**src/rtl/decode_writeback_pkg.sv**
```systemverilog
// Shared constants for the decode/writeback end of the 8-bit multicycle MIPS-subset core:
// phase codes, opcodes, funcs, instruction field positions and the writeback selector.
package decode_writeback_pkg;

    localparam int DATA_W     = 8;
    localparam int NREG       = 32;
    localparam int REG_AW     = 5;
    localparam int DMEM_DEPTH = 16;
    localparam int DMEM_AW    = 4;

    localparam logic [2:0] STATE_IF  = 3'd0;
    localparam logic [2:0] STATE_ID  = 3'd1;
    localparam logic [2:0] STATE_EX  = 3'd2;
    localparam logic [2:0] STATE_MEM = 3'd3;
    localparam logic [2:0] STATE_WB  = 3'd4;

    localparam logic [5:0] OP_RFORM = 6'h00;
    localparam logic [5:0] OP_JAL   = 6'h03;
    localparam logic [5:0] OP_BEQ   = 6'h04;
    localparam logic [5:0] OP_BNE   = 6'h05;
    localparam logic [5:0] OP_ADDIU = 6'h09;
    localparam logic [5:0] OP_LW    = 6'h17;

    localparam logic [5:0] FUNC_JR   = 6'h08;
    localparam logic [5:0] FUNC_ADDU = 6'h21;
    localparam logic [5:0] FUNC_SLT  = 6'h2a;

    localparam int OP_MSB = 31, OP_LSB = 26;
    localparam int RS_MSB = 25, RS_LSB = 21;
    localparam int RT_MSB = 20, RT_LSB = 16;
    localparam int RD_MSB = 15, RD_LSB = 11;
    localparam int FN_MSB = 5,  FN_LSB = 0;
    localparam int IMM_MSB = 15;
    localparam int JT_MSB  = 25;

    localparam logic [REG_AW-1:0] REG_RA = 5'd31;

    typedef struct packed {
        logic              en;
        logic              use_load;
        logic [REG_AW-1:0] dest;
    } wb_sel_t;

    // Destination register and value source for the instruction being retired.
    function automatic wb_sel_t wb_select(input logic [5:0] op, input logic [5:0] fn,
                                          input logic [REG_AW-1:0] rt, input logic [REG_AW-1:0] rd);
        wb_sel_t s;
        s = '0;
        case (op)
            OP_RFORM: begin
                if (fn == FUNC_ADDU || fn == FUNC_SLT) begin
                    s.en   = 1'b1;
                    s.dest = rd;
                end else begin
                    s.en   = 1'b0;
                end
            end
            OP_ADDIU: begin
                s.en   = 1'b1;
                s.dest = rt;
            end
            OP_LW: begin
                s.en       = 1'b1;
                s.use_load = 1'b1;
                s.dest     = rt;
            end
            OP_JAL: begin
                s.en   = 1'b1;
                s.dest = REG_RA;
            end
            default: s = '0;
        endcase
        return s;
    endfunction

endpackage

```
**src/rtl/decode_writeback_regfile_2r1w.sv**
```systemverilog
// 32x8 register file: two read ports latched on rd_en, one write port, reg0 hardwired to zero,
// plus a combinational debug read.
module regfile_2r1w
    import decode_writeback_pkg::*;
(
    input  logic              clk,
    input  logic              rst,
    input  logic              rd_en,
    input  logic [REG_AW-1:0] rs_addr,
    input  logic [REG_AW-1:0] rt_addr,
    input  logic              we,
    input  logic [REG_AW-1:0] wa,
    input  logic [DATA_W-1:0] wd,
    input  logic [REG_AW-1:0] dbg_sel,
    output logic [DATA_W-1:0] rsv,
    output logic [DATA_W-1:0] rtv,
    output logic [DATA_W-1:0] dbg_data
);

    logic [DATA_W-1:0] regs_r [NREG];

    // Register array write; reg0 is never written so it stays zero.
    always_ff @(posedge clk or posedge rst) begin
        if (rst) begin
            for (int i = 0; i < NREG; i++) begin
                regs_r[i] <= 8'h00;
            end
        end else if (we && wa != 5'd0) begin
            regs_r[wa] <= wd;
        end
    end

    // Read-port latches, captured in ID and held until the next ID.
    always_ff @(posedge clk or posedge rst) begin
        if (rst) begin
            rsv <= 8'h00;
            rtv <= 8'h00;
        end else if (rd_en) begin
            rsv <= (rs_addr == 5'd0) ? 8'h00 : regs_r[rs_addr];
            rtv <= (rt_addr == 5'd0) ? 8'h00 : regs_r[rt_addr];
        end
    end

    assign dbg_data = (dbg_sel == 5'd0) ? 8'h00 : regs_r[dbg_sel];

endmodule

```
**src/rtl/decode_writeback.sv**
```systemverilog
// ID/MEM/WB side of the multicycle core: instruction decode with register reads, data-memory
// load with range checking, and register writeback of execute results or loaded data.
module decode_writeback
    import decode_writeback_pkg::*;
(
    input  logic        clk,
    input  logic        reset,
    input  logic [2:0]  state,
    input  logic [31:0] instruction,
    input  logic [7:0]  result,
    input  logic [7:0]  data_addr,
    input  logic        instruction_invalid,
    output logic [5:0]  opcode,
    output logic [5:0]  func,
    output logic [15:0] imm,
    output logic [25:0] jump_target,
    output logic [7:0]  rsv,
    output logic [7:0]  rtv,
    input  logic        host_we,
    input  logic [7:0]  host_addr,
    input  logic [7:0]  host_wdata,
    input  logic [4:0]  dbg_reg,
    output logic [7:0]  dbg_data,
    output logic        wb_en,
    output logic [4:0]  wb_reg,
    output logic [7:0]  wb_data,
    output logic        addr_error
);

    localparam logic [7:0] DMEM_LIMIT = 8'(DMEM_DEPTH);

    logic [REG_AW-1:0] rt_r, rd_r;
    logic [DATA_W-1:0] dmem_r [DMEM_DEPTH];
    logic [DATA_W-1:0] load_q_r;
    wb_sel_t           wb_sel_s;
    logic              commit_s;
    logic [DATA_W-1:0] wb_value_s;
    logic              id_s;

    assign id_s = (state == STATE_ID);

    // Instruction field latches, refreshed only in ID.
    always_ff @(posedge clk or posedge reset) begin
        if (reset) begin
            opcode      <= 6'h00;
            func        <= 6'h00;
            imm         <= 16'h0000;
            jump_target <= 26'h0;
            rt_r        <= 5'd0;
            rd_r        <= 5'd0;
        end else if (id_s) begin
            opcode      <= instruction[OP_MSB:OP_LSB];
            func        <= instruction[FN_MSB:FN_LSB];
            imm         <= instruction[IMM_MSB:0];
            jump_target <= instruction[JT_MSB:0];
            rt_r        <= instruction[RT_MSB:RT_LSB];
            rd_r        <= instruction[RD_MSB:RD_LSB];
        end
    end

    // Host preload port; out-of-range addresses are dropped rather than aliased.
    always_ff @(posedge clk or posedge reset) begin
        if (reset) begin
            for (int i = 0; i < DMEM_DEPTH; i++) begin
                dmem_r[i] <= 8'h00;
            end
        end else if (host_we && host_addr < DMEM_LIMIT) begin
            dmem_r[host_addr[DMEM_AW-1:0]] <= host_wdata;
        end
    end

    // MEM-phase load; reads the pre-write word when a host write hits the same address.
    always_ff @(posedge clk or posedge reset) begin
        if (reset) begin
            load_q_r   <= 8'h00;
            addr_error <= 1'b0;
        end else if (state == STATE_MEM && opcode == OP_LW && !instruction_invalid) begin
            if (data_addr < DMEM_LIMIT) begin
                load_q_r <= dmem_r[data_addr[DMEM_AW-1:0]];
            end else begin
                load_q_r   <= 8'h00;
                addr_error <= 1'b1;
            end
        end
    end

    // Writeback decision for the current WB phase.
    always_comb begin
        wb_sel_s   = wb_select(opcode, func, rt_r, rd_r);
        wb_value_s = wb_sel_s.use_load ? load_q_r : result;
        commit_s   = 1'b0;
        if (state == STATE_WB && !instruction_invalid && wb_sel_s.en && wb_sel_s.dest != 5'd0) begin
            commit_s = 1'b1;
        end else begin
            commit_s = 1'b0;
        end
    end

    // Writeback status: wb_en is a one-cycle pulse, reg/data hold the last committed write.
    always_ff @(posedge clk or posedge reset) begin
        if (reset) begin
            wb_en   <= 1'b0;
            wb_reg  <= 5'd0;
            wb_data <= 8'h00;
        end else begin
            wb_en <= commit_s;
            if (commit_s) begin
                wb_reg  <= wb_sel_s.dest;
                wb_data <= wb_value_s;
            end
        end
    end

    regfile_2r1w u_regfile (
        .clk      (clk),
        .rst      (reset),
        .rd_en    (id_s),
        .rs_addr  (instruction[RS_MSB:RS_LSB]),
        .rt_addr  (instruction[RT_MSB:RT_LSB]),
        .we       (commit_s),
        .wa       (wb_sel_s.dest),
        .wd       (wb_value_s),
        .dbg_sel  (dbg_reg),
        .rsv      (rsv),
        .rtv      (rtv),
        .dbg_data (dbg_data)
    );

endmodule

```
**config.mk**
```make
export PLATFORM = sky130hd
export DESIGN_NAME = decode_writeback
export DESIGN_NICKNAME = d
export VERILOG_FILES = /design/src/rtl/decode_writeback_pkg.sv /design/src/rtl/decode_writeback_regfile_2r1w.sv /design/src/rtl/decode_writeback.sv
export SDC_FILE = /design/constraint.sdc
export NUM_CORES = 1
export LEC_CHECK = 0
export CAP_MARGIN = 20
export CORE_MARGIN = 2
export CORE_UTILIZATION = 60
export DETAILED_ROUTE_END_ITERATION = 8
export HOLD_SLACK_MARGIN = 0.12
export PLACE_DENSITY = 0.9
export SLEW_MARGIN = 20
export SYNTH_ARGS = -nofsm -noshare
export SYNTH_HDL_FRONTEND = slang
export SYNTH_SLANG_ARGS = --single-unit
```
**constraint.sdc**
```tcl
create_clock -name clk -period 20.3 [get_ports clk]
set_clock_uncertainty 0.2 [all_clocks]
set_input_delay 4.06 -clock clk [delete_from_list [all_inputs] [get_ports clk]]
set_output_delay 4.06 -clock clk [all_outputs]
set_load 0.005 [all_outputs]
```
# Word-level counts from Yosys, hierarchy flattened
# Cells that the tools add are included.
[word_totals]
wordCells = 134
regBits = 487
out_inout_bits = 93
in_bits = 76
[op_classes]
magnitude_cmp = 10
n_eq_ne = 8
n_mux = 29
bitwise_logic = 7
n_reduce_logical = 19
[ops]
columns = ["op", "count"]
rows = [
  ["bitwise mux 256 bit", 1],
  ["bitwise mux 128 bit", 1],
  ["binary-select mux 8 bit (select 5 bit)", 3],
  ["two-way mux 8 bit", 15],
  ["demux 8 bit (select 5 bit)", 1],
  ["binary-select mux 8 bit (select 4 bit)", 1],
  ["demux 8 bit (select 4 bit)", 1],
  ["greater-or-equal comparator 6 bit, second input constant", 4],
  ["inverter 5 -> 6 bit", 4],
  ["< comparator 8 x 5 -> 1 bit, second input constant", 2],
  ["zero test 5 bit", 3],
  ["case mux 5 bit (3 select lines)", 1],
  ["== test 6 bit, second input constant", 2],
  ["greater-or-equal comparator 5 bit, second input constant", 2],
  ["inverter 4 -> 5 bit", 2],
  ["logical AND 1 bit", 9],
  ["== test 6 x 2 -> 1 bit, second input constant", 1],
  ["== test 6 x 4 -> 1 bit, second input constant", 1],
  ["== test 6 x 5 -> 1 bit, second input constant", 1],
  ["zero test 6 bit", 1],
  ["< comparator 6 x 1 -> 1 bit, second input constant", 1],
  ["< comparator 5 x 1 -> 1 bit, second input constant", 1],
  ["two-way mux 5 bit", 1],
  ["nonzero test 5 bit", 1],
  ["other kinds (11)", 13],
]

# Longest topological paths before layout
# Gate-level depths: netlist (run 1).
[depth]
ltp_word = 10
ltp_mapped = 10
mapped_depth_nobuf = 6

# Cells and area by module
# Synthesis (run 1) repeated with hierarchy kept, for this count alone.
[unflattened]
hier_cells = 1868
area_unflattened_um2 = 25500.7
[by_module_without_submodules]
columns = ["mod", "area_per_inst_um2", "n_inst", "seq_area_each_um2", "cells_each"]
rows = [
  ["regfile_2r1w", 17117.7, 1, 6806.5, 1328],
  ["decode_writeback", 8383.0, 1, 4579.4, 540],
]

# Worst setup path after synthesis (run 1)
# Ideal clock, no wire load.
[synth_path]
kind = "in2out"
from = "in dbg_reg[0]"
to = "out dbg_data[0]"
stages = 6
n_path_buf = 2
slack_ps = 9826
arrival_ps = 6214
t_required_ps = 16040
cell_sequence = "clkbuf_1 -> buf_1 -> mux4_2 -> mux4_2 -> mux2i_1 -> nor2_1"
[synth_via]
elab_chain_len = 5
word_cells_on_any_way = 6
classes_between = "mux (4); bitwise (1); reduce/logical (1)"
[synth_rtl]
columns = ["item", "line", "source"]
rows = [
  ["start, declared", "decode_writeback.sv:22", "input logic [4:0] dbg_reg,"],
  ["inverter 5 -> 6 bit (not written as such)", "decode_writeback_regfile_2r1w.sv:44", "assign dbg_data = (dbg_sel == 5'd0) ? 8'h00 : regs_r[dbg_sel];"],
  ["binary-select mux 8 bit (select 5 bit)", "decode_writeback_regfile_2r1w.sv:44", ""],
  ["two-way mux 8 bit (not written as such) (2 in series)", "decode_writeback_regfile_2r1w.sv:44", ""],
  ["two-way mux 8 bit (*)", "decode_writeback_regfile_2r1w.sv:44", ""],
  ["end, declared", "decode_writeback.sv:23", "output logic [7:0] dbg_data,"],
]
# Mark *: on every way between the ends. The rest lies on a longest branch, timed or not. The select of a mux whose other input is x is not followed.

# Worst setup path after layout (run 1)
[layout_path]
from = "in dbg_reg[0]"
to = "out dbg_data[6]"
# The elaborated chain is that of the path after synthesis.

==> metrics, run 1 <==
status finished clean; vias after detailed routing 18,832; Max-slew headroom approximately 18%; Most flops, register u_regfile.regs_r; post-detailed-route wirelength per cell approximately 30 microns; all-layer global routing usage 36.7%; max FFs per register about 260; Post-synth EDFFs 0; number of antenna violations at the first check in global routing 8; most used flip-flop cell after synthesis sky130_fd_sc_hd__dfrtp_1; setup total negative slack 0 ps; portion of the clock cycle consumed by the worst path in the final layout between 50% and 60%; type of the setup path with the least slack in -> out; initial core utilization 60.6%; area fraction of the dominant cell type after synthesis between 40% and 50%; area growth from synthesis to final layout 14.0%; unrepaired setup endpoints after global routing no; most frequent cell after synthesis sky130_fd_sc_hd__dfrtp_1; buffers inserted by post-CTS timing repair 0; via count of the first global-routing pass between 15,000 and 20,000; die height slightly above 200 microns; global-route wire length before repair approximately 120,000 microns; top area cells in the synthesized netlist sky130_fd_sc_hd__dfrtp_1, sky130_fd_sc_hd__mux4_2, sky130_fd_sc_hd__mux2_2; pin count of the biggest net entering global routing 93; endpoint kind of the worst setup timing path output port; number of maximum-capacitance violations 0; CP max FO 41; cell type with the highest aggregate area in the netlist sky130_fd_sc_hd__dfrtp_1; hold buffers post-CTS 0; post-synth cell types between 50 and 60; standard-cell row count 74; port buffer count between 150 and 200; cells after synthesis about 1,900; cell area after layout between 20,000 and 30,000 sq um; leading registers by flop count u_regfile.regs_r (256), dmem_r (128), jump_target (11); area of the die ~43,000 sq um; area of the core region 40,700 sq um; grt met3 use roughly 13%; cts repair resizes 0; layer with the highest usage met2; Least-Margin Pin Slew between 1000 and 1500 ps; number of iterations in the first detailed-routing pass 6; FMAX 87.0 MHz; Avg Inst Size Synth about 13 sq um; final RePlAce weighted congestion between 1 and 1.5; hold violation total from the final report 0; die extent in x a little over 200 microns; global routing met2 resource utilization about 55%; number of nets produced by synthesis 2,000; number of remaining DRC errors 0; kind of launch point of the worst setup path input port; sequential-to-total area share from yosys stat 46.1%; # clock sinks between 400 and 500; remaining antenna violation count after routing 0; worst supply voltage drop on vdd around 0.076 mV; non-filler instance count after layout ~2,600; Synth Cell Area between 20,000 and 25,000 sq um; yosys warns 0; drt via density 7.34; Pwr per Cell Area 73.8 nW/um^2; H-tree depth reported by CTS 2; FF+latch count, synth 455; number of buffers created by CTS between 40 and 50; half-perimeter wire length of the detailed placement result about 51,000 microns; Post-DP Area roughly 27,000 sq um; pins over their slew limit 0; final net count a little over 2,000; Critical Path AT roughly 7200 ps; fraction of layout instances using a drive strength above 1 between 30 and 40%; minimum clock period about 11,000 ps; most used standard cells in the synthesized netlist sky130_fd_sc_hd__dfrtp_1, sky130_fd_sc_hd__o21ai_0, sky130_fd_sc_hd__mux4_2, sky130_fd_sc_hd__mux2_2, sky130_fd_sc_hd__nand2_1; met1 Use GR 47.1%; Max clock buf depth 3; leak pwr around 12 nW; Cells after DPL 2,478; share of synthesized flip-flops with an asynchronous set or reset 100%; CTS tree yes; ports placed on the boundary approximately 170; Hold/Removal Path Class reg -> reg; clock root cell sky130_fd_sc_hd__clkbuf_16; DRC marker count from the first detailed-route iteration between 2,000 and 3,000; setup violation total in the final timing report 0; overall overflow remaining after global route 0; Clock Latency Late Sink about 600 ps; final WL around 77,000 microns; clock slew at the register clock pins of the worst setup and hold paths about 60 ps; # fillers around 2,700; WP data required 16,040 ps
-- area by class of cell --
type | instances | area (sq um) | share of cell area (%)
Sequential cell | 455 | 11400 | 40.5
Antenna cell | 4 | 10.0 | 0.0356
Tap cell | 532 | 666 | 2.37
Multi-Input combinational cell | 1267 | 12500 | 44.4
Inverter | 16 | 67.6 | 0.240
Clock buffer | 65 | 1370 | 4.88
Clock inverter | 18 | 188 | 0.667
Timing Repair Buffer | 208 | 1960 | 6.96
-- where the power goes --
| group | switching, W | total, W | internal [W] |
|---|---|---|---|
| registers | 0.0000257 | 0.000960 | 0.000935 |
| logic | 0.000125 | 0.000231 | 0.000106 |
| clock network | 0.000374 | 0.000885 | 0.000511 |
-- kinds of logic after synthesis --
kind of cell,Yosys count,share of synthesized area [%]
muxes,530,34.6
AOI/OAI and AO/OA,459,10.6
DFF,455,46.1
and+or+nand+nor,278,5.23
buffers and inverters,202,3.47
-- routing by layer --
metal	share of wire, %	wire length, microns
met1	34	26400
met2	45	34700
met3	14	11100
met4	6.4	4960
met5	0.17	133
-- layout by cell type (no fill, tap or decap), types with 4 or more instances in the layout --
master                            synthesis  layout
sky130_fd_sc_hd__or2_2                    7       7
sky130_fd_sc_hd__nand3_1                 11      11
sky130_fd_sc_hd__clkbuf_8                 0      13
sky130_fd_sc_hd__inv_1                   15      14
sky130_fd_sc_hd__nor3_1                  12      12
sky130_fd_sc_hd__buf_2                   13       4
sky130_fd_sc_hd__nand2_1                152     152
sky130_fd_sc_hd__nand2b_1                13      13
sky130_fd_sc_hd__a221o_1                 10      10
sky130_fd_sc_hd__nor2_1                  40      40
sky130_fd_sc_hd__clkbuf_16                0      47
sky130_fd_sc_hd__buf_4                   22      42
sky130_fd_sc_hd__mux4_2                 236     236
sky130_fd_sc_hd__mux2i_1                 68      60
sky130_fd_sc_hd__o22ai_1                  5       5
sky130_fd_sc_hd__dfrtp_1                455     455
sky130_fd_sc_hd__a21oi_1                  5       5
sky130_fd_sc_hd__o221ai_1                21      21
sky130_fd_sc_hd__o21ai_1                  6       6
sky130_fd_sc_hd__mux2i_2                  0       8
sky130_fd_sc_hd__mux2_2                 226     226
sky130_fd_sc_hd__clkbuf_1               119       5
sky130_fd_sc_hd__a211oi_1                11      11
sky130_fd_sc_hd__clkdlybuf4s50_1          0     161
sky130_fd_sc_hd__clkinv_2                 0      12
sky130_fd_sc_hd__o31ai_1                  8       7
sky130_fd_sc_hd__nor2b_1                 10      10
sky130_fd_sc_hd__nand2_2                  7       7
sky130_fd_sc_hd__a221oi_1                11      11
sky130_fd_sc_hd__diode_2                  0       4
sky130_fd_sc_hd__o21ai_0                364     364
-- critical path: stages --
cell	delay (ps)
sky130_fd_sc_hd__buf_4	390
sky130_fd_sc_hd__buf_4	710
sky130_fd_sc_hd__mux4_2	600
sky130_fd_sc_hd__mux4_2	530
sky130_fd_sc_hd__mux2i_1	270
sky130_fd_sc_hd__nor2_1	110
sky130_fd_sc_hd__clkdlybuf4s50_1	480
-- per-stage QoR --
stage / power (W) / util, % / hold WS [ps] / worst slack (ps)
after floorplan: 0.00110 / - / 258 / 3360
after global placement: 0.00119 / 65.2 / 206 / 8880
after detailed placement: 0.00120 / 65.2 / 208 / 8790
after CTS: 0.00208 / 69.0 / 229 / 8790
after global routing: 0.00213 / 69.0 / 246 / 8620
final: 0.00208 / 69.1 / 233 / 8800
-- path summary, 6_finish.rpt --
kind,start,to,depth (start not counted),slack [ps]
worst min register to register,u_regfile.regs_r[252],u_regfile.regs_r[252],0,230
worst max-delay path,dbg_reg[0],dbg_data[6],7,8800
worst min-delay path,u_regfile.regs_r[252],u_regfile.regs_r[252],0,230
max in group asynchronous,reset,dmem_r[54],4,14080
worst max register to register,opcode[3],u_regfile.regs_r[180],7,15710
min in group asynchronous,reset,u_regfile.regs_r[70],2,3770
(Power assumes the default switching activity.)
==> run 2: changes to the inputs <==
==> constraint.sdc (replaced) <==
create_clock -name clk -period 11.8 [get_ports clk]
set_clock_uncertainty 0.2 [all_clocks]
set_input_delay 2.36 -clock clk [delete_from_list [all_inputs] [get_ports clk]]
set_output_delay 2.36 -clock clk [all_outputs]
set_load 0.005 [all_outputs]
==> metrics, run 2 (synthesis gave the netlist of run 1 again) <==
Hold/Removal Path Class reg -> reg (unchanged); worst-path cell chain buf_4 -> buf_4 -> mux4_2 -> mux4_2 -> mux2i_1 -> nor2_1 -> clkdlybuf4s50_1 (unchanged); number of buffers and inverters on the critical path 3 (unchanged); switching share of total power 25.3% (was 25.2%); leading registers by flop count u_regfile.regs_r (256), dmem_r (128), jump_target (11) (unchanged); port buffer count 168 (unchanged); leak pwr 12.2 nW (about the same); Pwr per Cell Area 128 nW/um^2 (was 73.8 nW/um^2); cts repair resizes 0 (unchanged); via count of the first global-routing pass 19,340 (was 19,015); # clock sinks 455 (unchanged); unrepaired setup endpoints after global routing no (unchanged); hold violation total from the final report 0 (unchanged); Slowest cell on crit path sky130_fd_sc_hd__buf_4 (unchanged); largest incremental delay on the critical path 760 ps (was 710 ps); number of iterations in the first detailed-routing pass 6 (unchanged); pins over their slew limit 0 (unchanged); final WL 77,200 microns (about the same); global-route wire length before repair 118,000 microns (was 116,000 microns); minimum clock period slightly above 8000 ps; Most flops, register u_regfile.regs_r (unchanged); status finished clean (unchanged); most frequent cells in the layout sky130_fd_sc_hd__dfrtp_1, sky130_fd_sc_hd__o21ai_0, sky130_fd_sc_hd__mux4_2 (unchanged); Worst path top cell family by delay multiplexers (was buffers and inverters); ports placed on the boundary 169 (unchanged); most common cell after layout, fill and taps aside sky130_fd_sc_hd__dfrtp_1 (unchanged); endpoint kind of the worst setup timing path output port (unchanged); remaining antenna violation count after routing 0 (unchanged); DRC marker count from the first detailed-route iteration 2,794 (was 2,643); overall overflow remaining after global route 0 (unchanged); number of antenna violations at the first check in global routing 4 (was 8); clock root cell sky130_fd_sc_hd__clkbuf_16 (unchanged); post-detailed-route wirelength per cell 30.0 microns (was 30.1 microns); area of the die 42,800 sq um (unchanged); buffers inserted by post-CTS timing repair 0 (unchanged); Max-slew headroom 16.3% (was 17.8%); Clock Latency Late Sink 610 ps (was 600 ps); initial core utilization 60.6% (unchanged); die extent in x 207 microns (unchanged); number of remaining DRC errors 0 (unchanged); drt via density 7.46 (was 7.34); fraction of layout instances using a drive strength above 1 30.9% (was 30.8%); Least-Margin Pin Slew 1250 ps (was 1230 ps); setup violation total in the final timing report 0 (unchanged); CTS tree yes (unchanged); worst supply voltage drop on vdd 0.131 mV (was 0.0763 mV); clock slew at the register clock pins of the worst setup and hold paths 70 ps (was 60 ps); die height 207 microns (unchanged); FMAX approximately 120 MHz; H-tree depth reported by CTS 2 (unchanged); final cell utilization of the core 69.3% (was 69.1%); internal power 0.00270 W (was 0.00155 W); kind of launch point of the worst setup path input port (unchanged); number of buffers created by CTS 47 (unchanged); Clk pwr share 43.4% (was 42.6%); area of the core region 40,700 sq um (unchanged); final RePlAce weighted congestion 1.01 (about the same); pin count of the biggest net entering global routing 77 (was 93); power share of the combinational group 11.0% (was 11.1%); portion of the clock cycle consumed by the worst path in the final layout 69.5%; half-perimeter wire length of the detailed placement result 49,900 microns (was 50,900 microns); Worst R2R Setup Slack 7090 ps (was 15,710 ps); final net count 2,075 (was 2,071); WP data required 9240 ps (was 16,040 ps); area growth from synthesis to final layout 14.4% (was 14.0%); standard-cell row count 74 (unchanged); number of maximum-capacitance violations 0 (unchanged); setup total negative slack 0 ps (unchanged); part of the power in registers 45.6% (was 46.3%); type of the setup path with the least slack in -> out (unchanged); all-layer global routing usage 37.1% (was 36.7%); hold buffers post-CTS 0 (unchanged); Psw 0.000916 W (was 0.000524 W); Critical Path AT 5640 ps (was 7240 ps); CP max FO 47 (was 41); Max clock buf depth 3 (unchanged); vias after detailed routing 19,162 (was 18,832); max FFs per register 256 (unchanged)
run 2: power groups by stage:
stage | sequential (W) | combinational [W] | clock (W)
floorplan | 0.00167 | 0.000226 | 0
detailed placement | 0.00168 | 0.000390 | 0
global placement | 0.00167 | 0.000378 | 0
global route | 0.00166 | 0.000425 | 0.00164
CTS | 0.00165 | 0.000394 | 0.00157
finish | 0.00165 | 0.000398 | 0.00157
run 2: metal layers:
| layer | vias to the layer above | GRT usage (%) | wire (microns) |
|---|---|---|---|
| met3 | 413 | 15.6 | 12100 |
| met2 | 1752 | 54.8 | 34400 |
| met5 | - | 0 | 32 |
| met1 | 9503 | 46.1 | 25500 |
| met4 | 4 | 21.8 | 5090 |
| li1 | 7490 | - | - |
run 2: metrics by stage:
stage	cell area [sq um]	power, W	hold slack, ps	cells	worst slack (ps)
after global routing	28200	0.00373	235	2567	3430
after CTS	28200	0.00362	225	2567	3670
after detailed placement	26600	0.00207	211	2482	3650
after global placement	26600	0.00205	203	2480	3770
final	28200	0.00362	234	2569	3600
after floorplan	24700	0.00190	258	1924	3080
run 2: path summary, 6_finish.rpt:
check,startpoint,to,cells past startpoint
min in group asynchronous,reset,u_regfile.regs_r[47],2
worst min-delay path,u_regfile.regs_r[249],u_regfile.regs_r[249],0
worst min register to register,u_regfile.regs_r[249],u_regfile.regs_r[249],0
worst max register to register,opcode[3],u_regfile.regs_r[180],7
worst max-delay path,dbg_reg[0],dbg_data[6],7
max in group asynchronous,reset,u_regfile.regs_r[216],4
run 2: final cells by class:
| cell class | count | area, sq um |
|---|---|---|
| Clock inverter | 24 | 310 |
| Antenna cell | 2 | 5.00 |
| Timing Repair Buffer | 212 | 1990 |
| Clock buffer | 61 | 1330 |
| Sequential cell | 455 | 11400 |
| Tap cell | 532 | 666 |
| Multi-Input combinational cell | 1267 | 12500 |
| Fill cell | 2608 | 12500 |
| Inverter | 16 | 63.8 |
